===== config.mk =====
export PLATFORM = sky130hd
export DESIGN_NAME = fetch_queue
export DESIGN_NICKNAME = d
export VERILOG_FILES = /design/src/rtl/fetch_queue.sv
export SDC_FILE = /design/constraint.sdc
export NUM_CORES = 1
export LEC_CHECK = 0
export ABC_AREA = 1
export BUFFER_PORTS_ARGS = -buffer_cell sky130_fd_sc_hd__buf_2
export CAP_MARGIN = 5
export CORE_MARGIN = 10
export CORE_UTILIZATION = 25
export CTS_CLUSTER_SIZE = 20
export DETAILED_ROUTE_END_ITERATION = 8
export GPL_TIMING_DRIVEN = 0
export MAX_ROUTING_LAYER = met4
export PLACE_DENSITY = 0.45
export SYNTH_ARGS = -nofsm -noshare
export SYNTH_HDL_FRONTEND = slang
export SYNTH_SLANG_ARGS = --single-unit

===== constraint.sdc =====
create_clock -name clk -period 5.65 [get_ports clk]
set_input_delay 0.2825 -clock clk [delete_from_list [all_inputs] [get_ports clk]]
set_output_delay 0.2825 -clock clk [all_outputs]
set_load 0.01 [all_outputs]

===== src/rtl/fetch_queue.sv =====
`default_nettype none
// +------------------------------------------------------------------------+
// | fetch_queue                                                            |
// | Fetch stage: single-outstanding imem reader feeding a prefetch FIFO.   |
// | Revision: 1.0                                                          |
// +------------------------------------------------------------------------+
module fetch_queue #(
  parameter int                 DEPTH     = 4,
  parameter int                 PC_W      = 16,
  parameter int                 INSTR_W   = 16,
  parameter logic [PC_W-1:0]    RESET_PC  = '0,
  parameter logic [INSTR_W-1:0] NOP_INSTR = INSTR_W'(16'h0800)
) (
  input  logic               clk,
  input  logic               rst,
  output logic [PC_W-1:0]    mem_addr,
  output logic               mem_rd,
  input  logic [INSTR_W-1:0] mem_data,
  input  logic               mem_done,
  input  logic               mem_stall,
  input  logic               mem_err,
  input  logic               flush,
  input  logic [PC_W-1:0]    redirect_pc,
  input  logic               id_stall,
  output logic               instr_valid,
  output logic [INSTR_W-1:0] instr,
  output logic [PC_W-1:0]    instr_pc,
  output logic [PC_W-1:0]    instr_pc2,
  output logic               err
);

  localparam int AW = $clog2(DEPTH);
  localparam logic [AW:0]      FULL    = (AW+1)'(DEPTH);
  localparam logic [PC_W-1:0]  PC_STEP = PC_W'(2);

  localparam logic [1:0] S_IDLE    = 2'd0;
  localparam logic [1:0] S_REQ     = 2'd1;
  localparam logic [1:0] S_DISCARD = 2'd2;
  localparam logic [1:0] S_HALT    = 2'd3;

  logic [1:0]         state_q, state_d;
  logic [PC_W-1:0]    fetch_pc_q, fetch_pc_d;
  logic [PC_W-1:0]    req_addr_q, req_addr_d;
  logic               mem_rd_q, mem_rd_d;
  logic               err_q, err_d;
  logic [AW-1:0]      rd_ptr_q, rd_ptr_d;
  logic [AW-1:0]      wr_ptr_q, wr_ptr_d;
  logic [AW:0]        count_q, count_d;
  logic [INSTR_W-1:0] fifo_instr_q [DEPTH];
  logic [INSTR_W-1:0] fifo_instr_d [DEPTH];
  logic [PC_W-1:0]    fifo_pc_q [DEPTH];
  logic [PC_W-1:0]    fifo_pc_d [DEPTH];

  logic push, pop, issue;
  logic unused_stall;

  // Requests are held until mem_done no matter what, so mem_stall needs no handling.
  assign unused_stall = mem_stall;

  always_comb begin
    state_d      = state_q;
    fetch_pc_d   = fetch_pc_q;
    req_addr_d   = req_addr_q;
    err_d        = err_q;
    rd_ptr_d     = rd_ptr_q;
    wr_ptr_d     = wr_ptr_q;
    count_d      = count_q;
    fifo_instr_d = fifo_instr_q;
    fifo_pc_d    = fifo_pc_q;
    push         = 1'b0;
    issue        = 1'b0;
    pop          = (count_q != '0) && !id_stall && !flush;

    case (state_q)
      S_IDLE: begin
        if (!flush && (count_q < FULL) && !err_q) begin
          state_d = S_REQ;
          issue   = 1'b1;
        end
      end
      S_REQ: begin
        if (mem_done) begin
          if (flush) begin
            state_d = S_IDLE;
          end else if (mem_err) begin
            state_d = S_HALT;
            err_d   = 1'b1;
          end else begin
            push    = 1'b1;
            state_d = S_IDLE;
          end
        end else if (flush) begin
          state_d = S_DISCARD;
        end
      end
      S_DISCARD: begin
        if (mem_done) state_d = S_IDLE;
      end
      S_HALT: state_d = S_HALT;
      default: state_d = S_IDLE;
    endcase

    if (issue) req_addr_d = fetch_pc_q;

    if (flush)     fetch_pc_d = redirect_pc;
    else if (push) fetch_pc_d = fetch_pc_q + PC_STEP;

    if (push) begin
      fifo_instr_d[wr_ptr_q] = mem_data;
      fifo_pc_d[wr_ptr_q]    = fetch_pc_q;
      wr_ptr_d               = wr_ptr_q + 1'b1;
    end
    if (pop) rd_ptr_d = rd_ptr_q + 1'b1;

    if (flush) begin
      rd_ptr_d = '0;
      wr_ptr_d = '0;
      count_d  = '0;
    end else begin
      case ({push, pop})
        2'b10:   count_d = count_q + 1'b1;
        2'b01:   count_d = count_q - 1'b1;
        default: count_d = count_q;
      endcase
    end

    mem_rd_d = (state_d == S_REQ) || (state_d == S_DISCARD);
  end

  always_ff @(posedge clk or negedge rst) begin
    if (!rst) begin
      state_q    <= S_IDLE;
      fetch_pc_q <= RESET_PC;
      req_addr_q <= RESET_PC;
      mem_rd_q   <= 1'b0;
      err_q      <= 1'b0;
      rd_ptr_q   <= '0;
      wr_ptr_q   <= '0;
      count_q    <= '0;
      for (int i = 0; i < DEPTH; i++) begin
        fifo_instr_q[i] <= NOP_INSTR;
        fifo_pc_q[i]    <= RESET_PC;
      end
    end else begin
      state_q      <= state_d;
      fetch_pc_q   <= fetch_pc_d;
      req_addr_q   <= req_addr_d;
      mem_rd_q     <= mem_rd_d;
      err_q        <= err_d;
      rd_ptr_q     <= rd_ptr_d;
      wr_ptr_q     <= wr_ptr_d;
      count_q      <= count_d;
      fifo_instr_q <= fifo_instr_d;
      fifo_pc_q    <= fifo_pc_d;
    end
  end

  // While a read is outstanding the address comes from the issue latch, not fetch_pc.
  assign mem_addr    = mem_rd_q ? req_addr_q : fetch_pc_q;
  assign mem_rd      = mem_rd_q;
  assign err         = err_q;
  assign instr_valid = (count_q != '0);
  assign instr       = instr_valid ? fifo_instr_q[rd_ptr_q] : NOP_INSTR;
  assign instr_pc    = fifo_pc_q[rd_ptr_q];
  assign instr_pc2   = instr_pc + PC_STEP;

endmodule
`default_nettype wire


==> results of run 1 <==
## final cells by class
cell class / count / area [µm²] / share of cell area
Timing Repair Buffer: 106 / 568 / 0.0556
Clock buffer: 17 / 425 / 0.0417
Sequential cell: 171 / 4280 / 0.420
Buffer: 58 / 335 / 0.0328
Tap cell: 448 / 561 / 0.0549
Multi-Input combinational cell: 768 / 3600 / 0.352
Clock inverter: 15 / 186 / 0.0183
Inverter: 66 / 253 / 0.0248
## repair_timing
action                                  4_1_cts  5_1_grt
resized for setup                             0        0
hold buffers                                  1        0
hold endpoints to repair                     74        0
endpoints found under the setup margin        0        0
## Yosys cell counts, types with 5 or more instances
cell type    n  share of area
nor2_1      87          0.039
clkbuf_1    12         0.0053
inv_2        6         0.0027
a21oi_1     22          0.013
buf_6        5         0.0066
dfrtp_1    167           0.49
o21ai_1     34          0.020
xor2_1      11          0.011
ha_1         6         0.0089
inv_1       59          0.026
nor2_2      10         0.0074
nand3_1     52          0.031
buf_2       28          0.017
nand3_2      6         0.0071
nand2_2      9         0.0066
nand2_1    325           0.14
o21ai_0    178           0.11
buf_4        8         0.0071
o211ai_1     6         0.0053
## stage by stage
stage / instances / utilization / instance area (µm²) / total power [W] / hold slack, ns
finish: 1649 / 0.305 / 10200 / 0.00263 / 0.0555
global route: 1649 / 0.305 / 10200 / 0.00274 / 0.0621
CTS: 1649 / 0.305 / 10200 / 0.00266 / 0.0442
detailed placement: 1616 / 0.287 / 9590 / 0.00140 / 0.324
global placement: 1615 / 0.286 / 9550 / 0.00140 / 0.460
floorplan: 1063 / - / 8470 / 0.00132 / -0.0131
## cells by family after synthesis
logic type,share of synthesized area
flip-flops,0.506
XOR/XNOR,0.0145
buffers and inverters,0.0694
adder cells (fa/ha/maj),0.0112
AND/OR/NAND/NOR,0.250
AO/OA/AOI/OAI,0.149
## power by group through the flow
stage	Combinational [W]	Clock (W)	Sequential (W)
2_1_floorplan	0.0000524	0	0.00127
3_3_place_gp	0.000132	0	0.00127
3_5_place_dp	0.000134	0	0.00127
4_1_cts	0.000135	0.00128	0.00124
5_1_grt	0.000149	0.00134	0.00125
6_report	0.000130	0.00125	0.00124
## worst max-delay path, delay by kind of cell, from the launching register on
| kind | cells | cell delay, ns |
|---|---|---|
| flops | 1 | 0.43 |
| compound gates | 2 | 0.43 |
| buf+inv | 6 | 1.24 |
## metal layers
layer | GRT usage | routed length, µm | share of wire | vias to the layer above
li1 | - | - | - | 3691
met1 | 0.187 | 13700 | 0.49 | 3633
met2 | 0.222 | 13200 | 0.47 | 140
met3 | 0.0220 | 796 | 0.028 | 21
met4 | 0.0389 | 454 | 0.016 | 0
met5 | - | 0 | 0 | -
## flip-flops by register name (all words and copies together) (netlist names)
| register | count |
|---|---|
| fifo_instr_q | 64 |
| fifo_pc_q | 64 |
| fetch_pc_q | 16 |
| req_addr_q | 16 |
| count_q | 3 |
| rd_ptr_q | 2 |
| state_q | 2 |
| wr_ptr_q | 2 |
| err | 1 |
| mem_rd | 1 |
## path summary, 6_finish.rpt
path	start	end	slack [ns]	depth (start not counted)
max in group asynchronous	rst	fifo_instr_q[11]$_DFFE_PN1P_	4.33	3
min in group asynchronous	rst	err$_DFFE_PN0P_	0.38	2
min reg2reg	fifo_instr_q[27]$_DFFE_PN1P_	fifo_instr_q[27]$_DFFE_PN1P_	0.48	2
min	redirect_pc[0]	fetch_pc_q[0]$_DFFE_PN0P_	0.06	3
max reg2reg	state_q[1]$_DFF_PN0_	count_q[2]$_DFFE_PN0P_	3.62	9
max	rd_ptr_q[0]$_DFFE_PN0P_	instr_pc2[0]	2.83	8
==> results.md, run 1 <==
- Outcome: complete, no violations
- First-pass GRT wire length: about 45 mm
- Synth Warn #: 0
- Post-route minimum period: 2.82 ns
- CP dominant cell by count: buf_2
- Register clock-pin slew on the reported worst setup and hold paths: 0.07 ns
- Slowest stage cell, crit path: clkbuf_1
- Overflow after GRT: 0
- Clock tree buffer depth: 2
- Crit-path cells: inv_2 -> buf_6 -> buf_2 -> clkbuf_1 -> o21ai_0 -> o22ai_1 -> buf_4 -> buf_2
- Clock Tree Root: clkbuf_16
- IO Port Bufs: 104
- Placement Rows: 67
- Post-Syn Area: roughly 8500 µm²
- Initial Utilization: 0.253
- Max Fclk: approximately 350 MHz
- Total number of vias: approximately 7500
- Worst Setup Path Type: flip-flop to primary output
- Crit path DAT: about 2.5 ns
- Clk_lat worst skew: around 0.44 ns
- Chip height: a little over 200 µm
- Worst Path Required: 5.37 ns
- Dpl ws: 3.29 ns
- P&R area growth vs syn: 20.5%
- Ratio of final minimum period to clock period: 0.499
- Core ar.: about 33000 µm²
- Post-CTS setup buffers: 0
- Final slew viol count: 0
- RSZ-0062 raised after global routing: no
- Sink Count: 171
- Most frequent cells in the layout: 325 x nand2_1, 178 x o21ai_0, 167 x dfrtp_1
- Post-synthesis async set-or-reset flop share: 1.00
- I/O Pins: between 100 and 150
- Die width: 204 µm
- Worst setup SP type: flip-flop
- Pin count of the biggest net entering global routing: 98
- Setup violators final: 0
- Post-synthesis cell count: between 1000 and 1500
- Final net count: 1234
- Max VDD drop: approximately 210 µV
- Dominant synthesized flop cell: dfrtp_1
- Hold Path Class: primary input to flip-flop
- # DRC: 0
- PnR worst setup slack: 2.83 ns
- Largest stage delay, worst path: ~0.50 ns
- FILL cells: ~3600
- Drt wl/cell: about 17 µm
- Vias in the first global route: roughly 7700
- Total routing usage reported by global routing: 0.142
- Sequential area share after synthesis: 0.506
- Worst Tran Pin Value: a little under 0.7 ns
- Crit Path Max Fanout: 10
- Slew margin rel.: 0.550
- Commonest non-fill, non-tap cell in the layout: nand2_1
- Setup TNS: 0 ns
- Die area: 41600 µm²
- Antenna violations before repair: 0
- Clock buffer count from CTS: 17
- Combinational cell fraction of total power: 0.050
- Net load switching power: 0.000656 W
- Vias per inst: about 4.5
- H-tree depth: 4
- #FFs+latches synth: between 150 and 200
- EDFF count, synth: 0
- 1st-pass router iterations: 5
- Syn nets: ~1100
- RePlAce Congestion: 0.805
- Clock power share: 0.477
- Crit end category: primary output
- CTS tree: built
- Power Density: 257 nW/µm²
- Max-cap violations: 0
- Clock Skews: ~0.012 ns
- P_leak: slightly below 5 nW
- Int Power: just under 0.002 W
- Sw Share: 0.250
- WL final: roughly 28 mm
- Final Hold Fails: 0
- Cell variety after synth: 35
- Avg Inst Size Synth: 7.97 µm²
- HPWL Detailed: between 20 and 25 mm
- Post-route ant nets: 0
- Reg power frac: 0.473
- Initial DRC Count: 440
- Layout cell share with drive strength beyond 1: 0.189
- Inserted Diodes: 0
Power figures use the tool's default switching activity.
==> run 2: changes to the inputs <==
--- a/config.mk
+++ b/config.mk
@@ -5,7 +5,7 @@
 export SDC_FILE = /design/constraint.sdc
 export NUM_CORES = 1
 export LEC_CHECK = 0
-export ABC_AREA = 1
+export ABC_AREA = 0
 export BUFFER_PORTS_ARGS = -buffer_cell sky130_fd_sc_hd__buf_2
 export CAP_MARGIN = 5
 export CORE_MARGIN = 10
@@ -14,7 +14,7 @@
 export DETAILED_ROUTE_END_ITERATION = 8
 export GPL_TIMING_DRIVEN = 0
 export MAX_ROUTING_LAYER = met4
-export PLACE_DENSITY = 0.45
+export PLACE_DENSITY = 0.46
 export SYNTH_ARGS = -nofsm -noshare
 export SYNTH_HDL_FRONTEND = slang
 export SYNTH_SLANG_ARGS = --single-unit
==> constraint.sdc (replaced) <==
create_clock -name clk -period 2.4 [get_ports clk]
set_input_delay 0.12 -clock clk [delete_from_list [all_inputs] [get_ports clk]]
set_output_delay 0.12 -clock clk [all_outputs]
set_load 0.01 [all_outputs]
==> results.md, run 2 <==
- Outcome: finished with violations
- Failing checks: negative setup slack
- Placement Rows: 67 (unchanged)
- List of most frequent post-synthesis cells: 167 x dfrtp_1, 150 x mux2_2, 29 x mux4_2, 24 x nand2_1
- Worst Tran Pin Value: 0.996 ns (+0.321 ns)
- I/O Pins: 106 (unchanged)
- Cell with the most instances after synthesis: dfrtp_1
- Crit end category: primary output
- WL final: 23.1 mm (-18%)
- Final Instance Count excl. Fillers: 1249 (-24%)
- Sequential area share after synthesis: 0.510 (+0.00467)
- Clock Tree Root: clkbuf_16
- Reg power frac: 0.362 (-0.111)
- Clock power share: 0.272 (-0.205)
- # DRC: 0 (unchanged)
- RePlAce Congestion: 0.747 (-7.1%)
- Drt wl/cell: 18.5 µm (+8.4%)
- Chip height: 203 µm (-0.41%)
- Clock tree buffer depth: 2 (unchanged)
- HPWL Detailed: 15.7 mm (-22%)
- Max Fclk: 387 MHz
- Worst Path Required: 2.28 ns (-3.09 ns)
- RSZ-0062 raised after global routing: yes
- Clock Skews: 0.0128 ns (+0.00124 ns)
- IO Port Bufs: 103 (-0.96%)
- Max VDD drop: 464 µV (+120%)
- Final net count: 832 (-33%)
- 1st-pass router iterations: 4 (-1)
- Worst Setup Path Type: flip-flop to primary output
- #FFs+latches synth: 171 (unchanged)
- Initial Utilization: 0.252 (-0.00169)
- Core ar.: 33400 µm² (-0.25%)
- Antenna violations before repair: 1 (+1)
- Synth Warn #: 0 (unchanged)
- EDFF count, synth: 0 (unchanged)
- DP Cell Count: 1156 (-28%)
- Final Hold Fails: 0 (unchanged)
- Slew margin rel.: 0.336 (-0.214)
- Sink Count: 171 (unchanged)
- P_leak: 5.08 nW (+5.5%)
- Placed Area: 9510 µm² (-0.86%)
- Largest cells by area after synthesis: dfrtp_1 50%, mux2_2 20%, mux4_2 7.8%, buf_6 1.9%, dfstp_2 1.3%
- Syn nets: 650 (-41%)
- FILL cells: 3386 (-6.4%)
- Clk_lat worst skew: 0.44 ns (about the same)
- Pin count of the biggest net entering global routing: 104 (+6.1%)
- Clock buffer count from CTS: 17 (unchanged)
- Combinational cell fraction of total power: 0.365 (+0.315)
- CTS tree: built
- Final slew viol count: 0 (unchanged)
- Net load switching power: 0.00343 W (+420%)
- Setup violators final: 12 (+12)
- Layout cell share with drive strength beyond 1: 0.504 (+0.315)
- Cell variety after synth: 58 (+66%)
- Final Power: 0.0103 W (+290%)
- P&R area growth vs syn: 29.0%
- Top flop regs: fifo_instr_q: 64 flops, fifo_pc_q: 64 flops
- Post-synthesis cell count: 604 (-43%)
- Post-synthesis async set-or-reset flop share: 1.00 (unchanged)
- Die width: 203 µm (-0.41%)
- Die area: 41300 µm² (-0.83%)
- Setup TNS: -1.42 ns (-1.42 ns)
- Vias in the first global route: 6044 (-21%)
- Ratio of final minimum period to clock period: 1.08
- Post-Syn Area: 8390 µm² (-0.92%)
- Max-cap violations: 0 (unchanged)
- Int Power: 0.00690 W (+250%)
- Post-route ant nets: 0 (unchanged)
- Post-synth top area share: 0.498 (+0.00456)
- First-pass GRT wire length: 36.2 mm (-19%)
- Power Density: 953 nW/µm² (+270%)
- PnR worst setup slack: -0.186 ns (-3.02 ns)
- Synth area leader: dfrtp_1
- Register clock-pin slew on the reported worst setup and hold paths: 0.07 ns (about the same)
- Total number of vias: 5667 (-24%)
- Initial DRC Count: 264 (-40%)
- Flop2flop setup slack: 0.12 ns (-3.50 ns)
- Fin area: 10800 µm² (+6.1%)
- Total routing usage reported by global routing: 0.117 (-0.0247)
- Worst setup SP type: flip-flop
- Overflow after GRT: 0 (unchanged)
- Post-route minimum period: between 2 and 3 ns
- Hold Path Class: primary input to flip-flop
- Crit path DAT: 2.47 ns (-0.07 ns)
- Commonest non-fill, non-tap cell in the layout: dfrtp_1
- Most frequent cells in the layout: 165 x dfrtp_1, 150 x mux2_2, 106 x buf_2
- Avg Inst Size Synth: 13.9 µm² (+74%)
- Sw Share: 0.332 (+0.0825)
- H-tree depth: 4 (unchanged)
- Dominant synthesized flop cell: dfrtp_1
- Crit Path Max Fanout: 6 (-4)
- Vias per inst: 4.54 (about the same)
-- run 2: cell types whose count changed in the layout (fill, tap and decap cells not counted), sizes merged, moves of 12 or more --
cell / change
mux2: +158
dlygate4sd3: +34
a21oi: -16
inv: -53
nor2: -91
mux4: +32
and2: +15
nor3: +12
nand2: -310
nand3: -49
o21ai: -193
-- run 2: kinds of logic (layout without fill, tap and decap cells) --
family | Yosys count | count (layout) | share of synthesized area
AND/OR/NAND/NOR | 105 | 105 | 0.0735
buffers and inverters | 60 | 255 | 0.0438
multiplexers | 191 | 191 | 0.300
flip-flops | 171 | 171 | 0.510
adder cells (fa/ha/maj) | 7 | 7 | 0.0113
XOR/XNOR | 15 | 15 | 0.0157
other | 0 | 2 | 0
AO/OA/AOI/OAI | 55 | 55 | 0.0449
-- run 2: final timing paths --
path,from,end,cells past startpoint
max in group asynchronous,rst,rd_ptr_q[1]$_DFFE_PN0P_,3
min in group asynchronous,rst,fifo_instr_q[20]$_DFFE_PN0P_,2
max,rd_ptr_q[0]$_DFFE_PN0P_,instr_pc2[14],8
min,mem_done,state_q[1]$_DFF_PN0_,4
min reg2reg,fifo_pc_q[8]$_DFFE_PN0P_,fifo_pc_q[8]$_DFFE_PN0P_,1
max reg2reg,state_q[1]$_DFF_PN0_,count_q[2]$_DFFE_PN0P_,8
-- run 2: power by group through the flow --
| stage | Clock [W] | Combinational (W) | Sequential (W) |
|---|---|---|---|
| final | 0.00281 | 0.00377 | 0.00374 |
| after floorplan | 0 | 0.00217 | 0.00368 |
| after detailed placement | 0 | 0.00342 | 0.00377 |
| after CTS | 0.00290 | 0.00375 | 0.00373 |
| after global routing | 0.00303 | 0.00412 | 0.00381 |
| after global placement | 0 | 0.00339 | 0.00377 |
-- run 2: worst max-delay path, stage by stage (launching register included) --
cell and delay [ns]:
dfrtp_2 0.44, buf_12 0.15, mux4_2 0.36, buf_4 0.12
buf_6 0.12, nand4_4 0.20, nor4_4 0.33, xor2_1 0.15
buf_2 0.15
-- run 2: metrics by stage --
| step | util | hold WS, ns | setup slack, ns |
|---|---|---|---|
| after global routing | 0.324 | 0.114 | -0.292 |
| after global placement | 0.284 | 0.335 | -1.83 |
| after floorplan | - | -0.176 | 0.00467 |
| final | 0.325 | 0.0832 | -0.186 |
| after detailed placement | 0.285 | 0.122 | -0.427 |
| after CTS | 0.321 | 0.0560 | -0.234 |
-- run 2: final cells by class --
cell class / count / area (µm²) / share of cell area
sequential: 171 / 4290 / 0.396
multi-input combinational: 373 / 3870 / 0.358
timing repair buffer: 165 / 1140 / 0.105
tap: 448 / 561 / 0.0518
clock buffer: 20 / 457 / 0.0422
buffer: 43 / 308 / 0.0284
clock inverter: 12 / 141 / 0.0131
inverter: 15 / 56.3 / 0.00520
antenna: 2 / 5.00 / 0.000462
-- run 2: timing repair --
item                                   CTS  global route
pin swaps                               13             9
hold buffers                            35             0
gates resized for setup                 36            12
endpoints found under the hold margin  149             0
setup buffers                           17            11
setup endpoints to repair               32            30
-- run 2: layer usage --
layer	wire, µm	vias to the layer above	global-route usage
met5	0	-	-
met4	248	0	0.0336
li1	-	2586	-
met3	607	15	0.0206
met2	11200	97	0.183
met1	11100	2969	0.153
==> run 3: changes to the inputs <==
--- a/config.mk
+++ b/config.mk
@@ -10,11 +10,14 @@
 export CAP_MARGIN = 5
 export CORE_MARGIN = 10
 export CORE_UTILIZATION = 25
+export CTS_BUF_LIST = sky130_fd_sc_hd__clkbuf_4 sky130_fd_sc_hd__clkbuf_8 sky130_fd_sc_hd__clkbuf_16
+export CTS_CLUSTER_DIAMETER = 120
 export CTS_CLUSTER_SIZE = 20
 export DETAILED_ROUTE_END_ITERATION = 8
 export GPL_TIMING_DRIVEN = 0
 export MAX_ROUTING_LAYER = met4
 export PLACE_DENSITY = 0.46
+export SETUP_SLACK_MARGIN = 0.4
 export SYNTH_ARGS = -nofsm -noshare
 export SYNTH_HDL_FRONTEND = slang
 export SYNTH_SLANG_ARGS = --single-unit
==> results.md, run 3 (synthesis results as in run 2) <==
- Failing checks: negative setup slack
- Crit-path cells: buf_8 -> buf_12 -> mux4_2 -> buf_4 -> buf_6 -> buf_6 -> buf_6 -> buf_6 -> nand3_1 -> xnor2_1 -> buf_2
- Final Hold Fails: 0 (unchanged)
- Sink Count: 171 (unchanged)
- Vias in the first global route: 6145 (+1.7%)
- Dpl ws: -0.218 ns (+0.209 ns)
- Layout cell share with drive strength beyond 1: 0.572 (+0.0677)
- Hold Path Class: primary input to flip-flop
- Antenna violations before repair: 1 (unchanged)
- Placed Area: 9570 µm² (+0.67%)
- Most frequent cells in the layout: 165 x dfrtp_1, 150 x mux2_2, 82 x buf_2
- Ratio of final minimum period to clock period: 1.11 (+0.0321)
- Pin count of the biggest net entering global routing: 110 (+5.8%)
- 1st-pass router iterations: 5 (+1)
- H-tree depth: 4 (unchanged)
- Max Fclk: 376 MHz (-2.9%)
- Drt wl/cell: 18.4 µm (-0.61%)
- Top flop regs: fifo_instr_q: 64 flops, fifo_pc_q: 64 flops
- Post-route minimum period: 2.66 ns (+0.0772 ns)
- Setup violators final: 20 (+8)
- Initial Utilization: 0.252 (unchanged)
- Max VDD drop: 411 µV (-11%)
- Met3 global-route usage: 0.0205 (-0.000159)
- Worst Path Required: 2.28 ns (about the same)
- CTS tree: built
- Clock tree buffer depth: 2 (unchanged)
- Final slew viol count: 0 (unchanged)
- Final Power: 0.0114 W (+11%)
- Initial DRC Count: 230 (-13%)
- Clock Tree Root: clkbuf_16
- Overflow after GRT: 0 (unchanged)
- Met1 Track Usage GR: 0.151 (-0.00159)
- Slew margin rel.: 0.576 (+0.240)
- PnR worst setup slack: -0.263 ns (-0.0772 ns)
- Crit Path Max Fanout: 6 (unchanged)
- Worst-case hold path end point: fetch_pc_q[7]$_DFFE_PN0N_
- WL final: 23.8 mm (+3.1%)
- Clk_lat worst skew: 0.43 ns (about the same)
- Met2 usage: 0.187 (+0.00463)
- Crit end category: primary output
- CP dominant cell by count: buf_6
- # DRC: 0 (unchanged)
- Final Util: 0.354 (+0.0299)
- I/O Pins: 106 (unchanged)
- Reg-to-reg endpoint: count_q[2]$_DFFE_PN0P_
- Core ar.: 33400 µm² (unchanged)
- Clock buffer count from CTS: 17 (unchanged)
- Largest stage delay, worst path: 0.59 ns (+0.15 ns)
- FILL cells: 3310 (-2.2%)
- IO Port Bufs: 103 (unchanged)
- Vias per inst: 4.48 (-1.3%)
- Placement Rows: 67 (unchanged)
- Total routing usage reported by global routing: 0.118 (+0.00126)
- Commonest non-fill, non-tap cell in the layout: dfrtp_1
- Post-route ant nets: 0 (unchanged)
- Hold path depth: 4 (unchanged)
- Flop2flop setup slack: 0.28 ns (+0.16 ns)
- Crit path DAT: 2.54 ns (+0.07 ns)
- Top Usage Layer GRT: met2
- R2r startpoint: state_q[0]$_DFF_PN0_
- Total number of vias: 5800 (+2.3%)
- Outcome: finished with violations
- Worst Hold Slack: 0.0150 ns (-0.0681 ns)
- Power Density: 967 nW/µm² (+1.4%)
- Die area: 41300 µm² (unchanged)
- Slowest stage cell, crit path: mux4_2
- P&R area growth vs syn: 40.9%
- Clock Skews: 0.0110 ns (-0.00172 ns)
- HP Start: redirect_pc[7]
- Fin area: 11800 µm² (+9.2%)
- Final net count: 879 (+5.6%)
- Max-cap violations: 0 (unchanged)
- Worst Tran Pin Value: 0.635 ns (-0.360 ns)
- R2R depth: 8 (unchanged)
- Chip height: 203 µm (unchanged)
- Worst setup SP type: flip-flop
- First-pass GRT wire length: 36.8 mm (+1.7%)
- RePlAce Congestion: 0.746 (-0.19%)
- HPWL Detailed: 16.2 mm (+3.4%)
- P_leak: 5.53 nW (+8.8%)
- Die width: 203 µm (unchanged)
- Register clock-pin slew on the reported worst setup and hold paths: 0.06 ns (about the same)
- Worst Setup Path Type: flip-flop to primary output
- RSZ-0062 raised after global routing: yes
==> run 3: metal layers <==
| layer | wire [µm] | part of all wire |
|---|---|---|
| met5 | 0 | 0 |
| met4 | 414 | 0.017 |
| met3 | 659 | 0.028 |
| met2 | 11700 | 0.49 |
| met1 | 11000 | 0.46 |
==> run 3: critical path, delay by kind of cell, from the launching register on <==
family / cells / cell delay [ns]
xor gates and xnor gates: 1 / 0.11
and+or+nand+nor: 1 / 0.07
muxes: 1 / 0.59
DFF: 1 / 0.36
buffers and inverters: 8 / 0.99
==> run 3: through the flow <==
stage,cells,setup TNS [ns]
after floorplan,604,0
after global placement,1155,-307.99
after detailed placement,1156,-0.358
after CTS,1250,-2.75
after global routing,1295,-5.60
final,1295,-2.58
==> run 3: report_power, final <==
part	internal, W	switching (W)	leakage, nW
clock	0.00185	0.00115	0.319
combinational	0.00257	0.00213	2.94
sequential	0.00343	0.000288	2.26
==> run 3: cell type report <==
class                      instances  area [µm²]  area share
sequential                       171        4290       0.362
buffer                            45         470      0.0398
inverter                          15        60.1     0.00508
multi-input combinational        373        4030       0.341
clock buffer                      21         480      0.0406
timing repair buffer             210        1770       0.149
clock inverter                    11         165      0.0140
antenna                            1        2.50    0.000212
tap                              448         561      0.0474
==> run 3: worst max-delay path by stage <==
stage | start | endpoint | slack [ns] | depth (start not counted)
after global placement | rst | fifo_pc_q[60]$_DFFE_PN0P_ | -1.84 | 1
after detailed placement | rd_ptr_q[0]$_DFFE_PN0P_ | instr_pc2[15] | -0.22 | 8
after CTS | rd_ptr_q[0]$_DFFE_PN0P_ | instr_pc2[15] | -0.32 | 9
after floorplan | state_q[1]$_DFF_PN0_ | count_q[2]$_DFFE_PN0P_ | 0.25 | 8
final | rd_ptr_q[0]$_DFFE_PN0P_ | instr_pc2[4] | -0.26 | 11
after global routing | rd_ptr_q[0]$_DFFE_PN0P_ | instr_pc2[15] | -0.39 | 9
==> run 3: what timing repair did <==
| action | in CTS | in global routing |
|---|---|---|
| gates resized for setup | 80 | 78 |
| setup buffers | 28 | 41 |
| gates cloned | 0 | 3 |
| pin swaps | 16 | 29 |
| endpoints found under the setup margin | 72 | 172 |
| hold buffers | 34 | 0 |
| endpoints found under the hold margin | 142 | 0 |
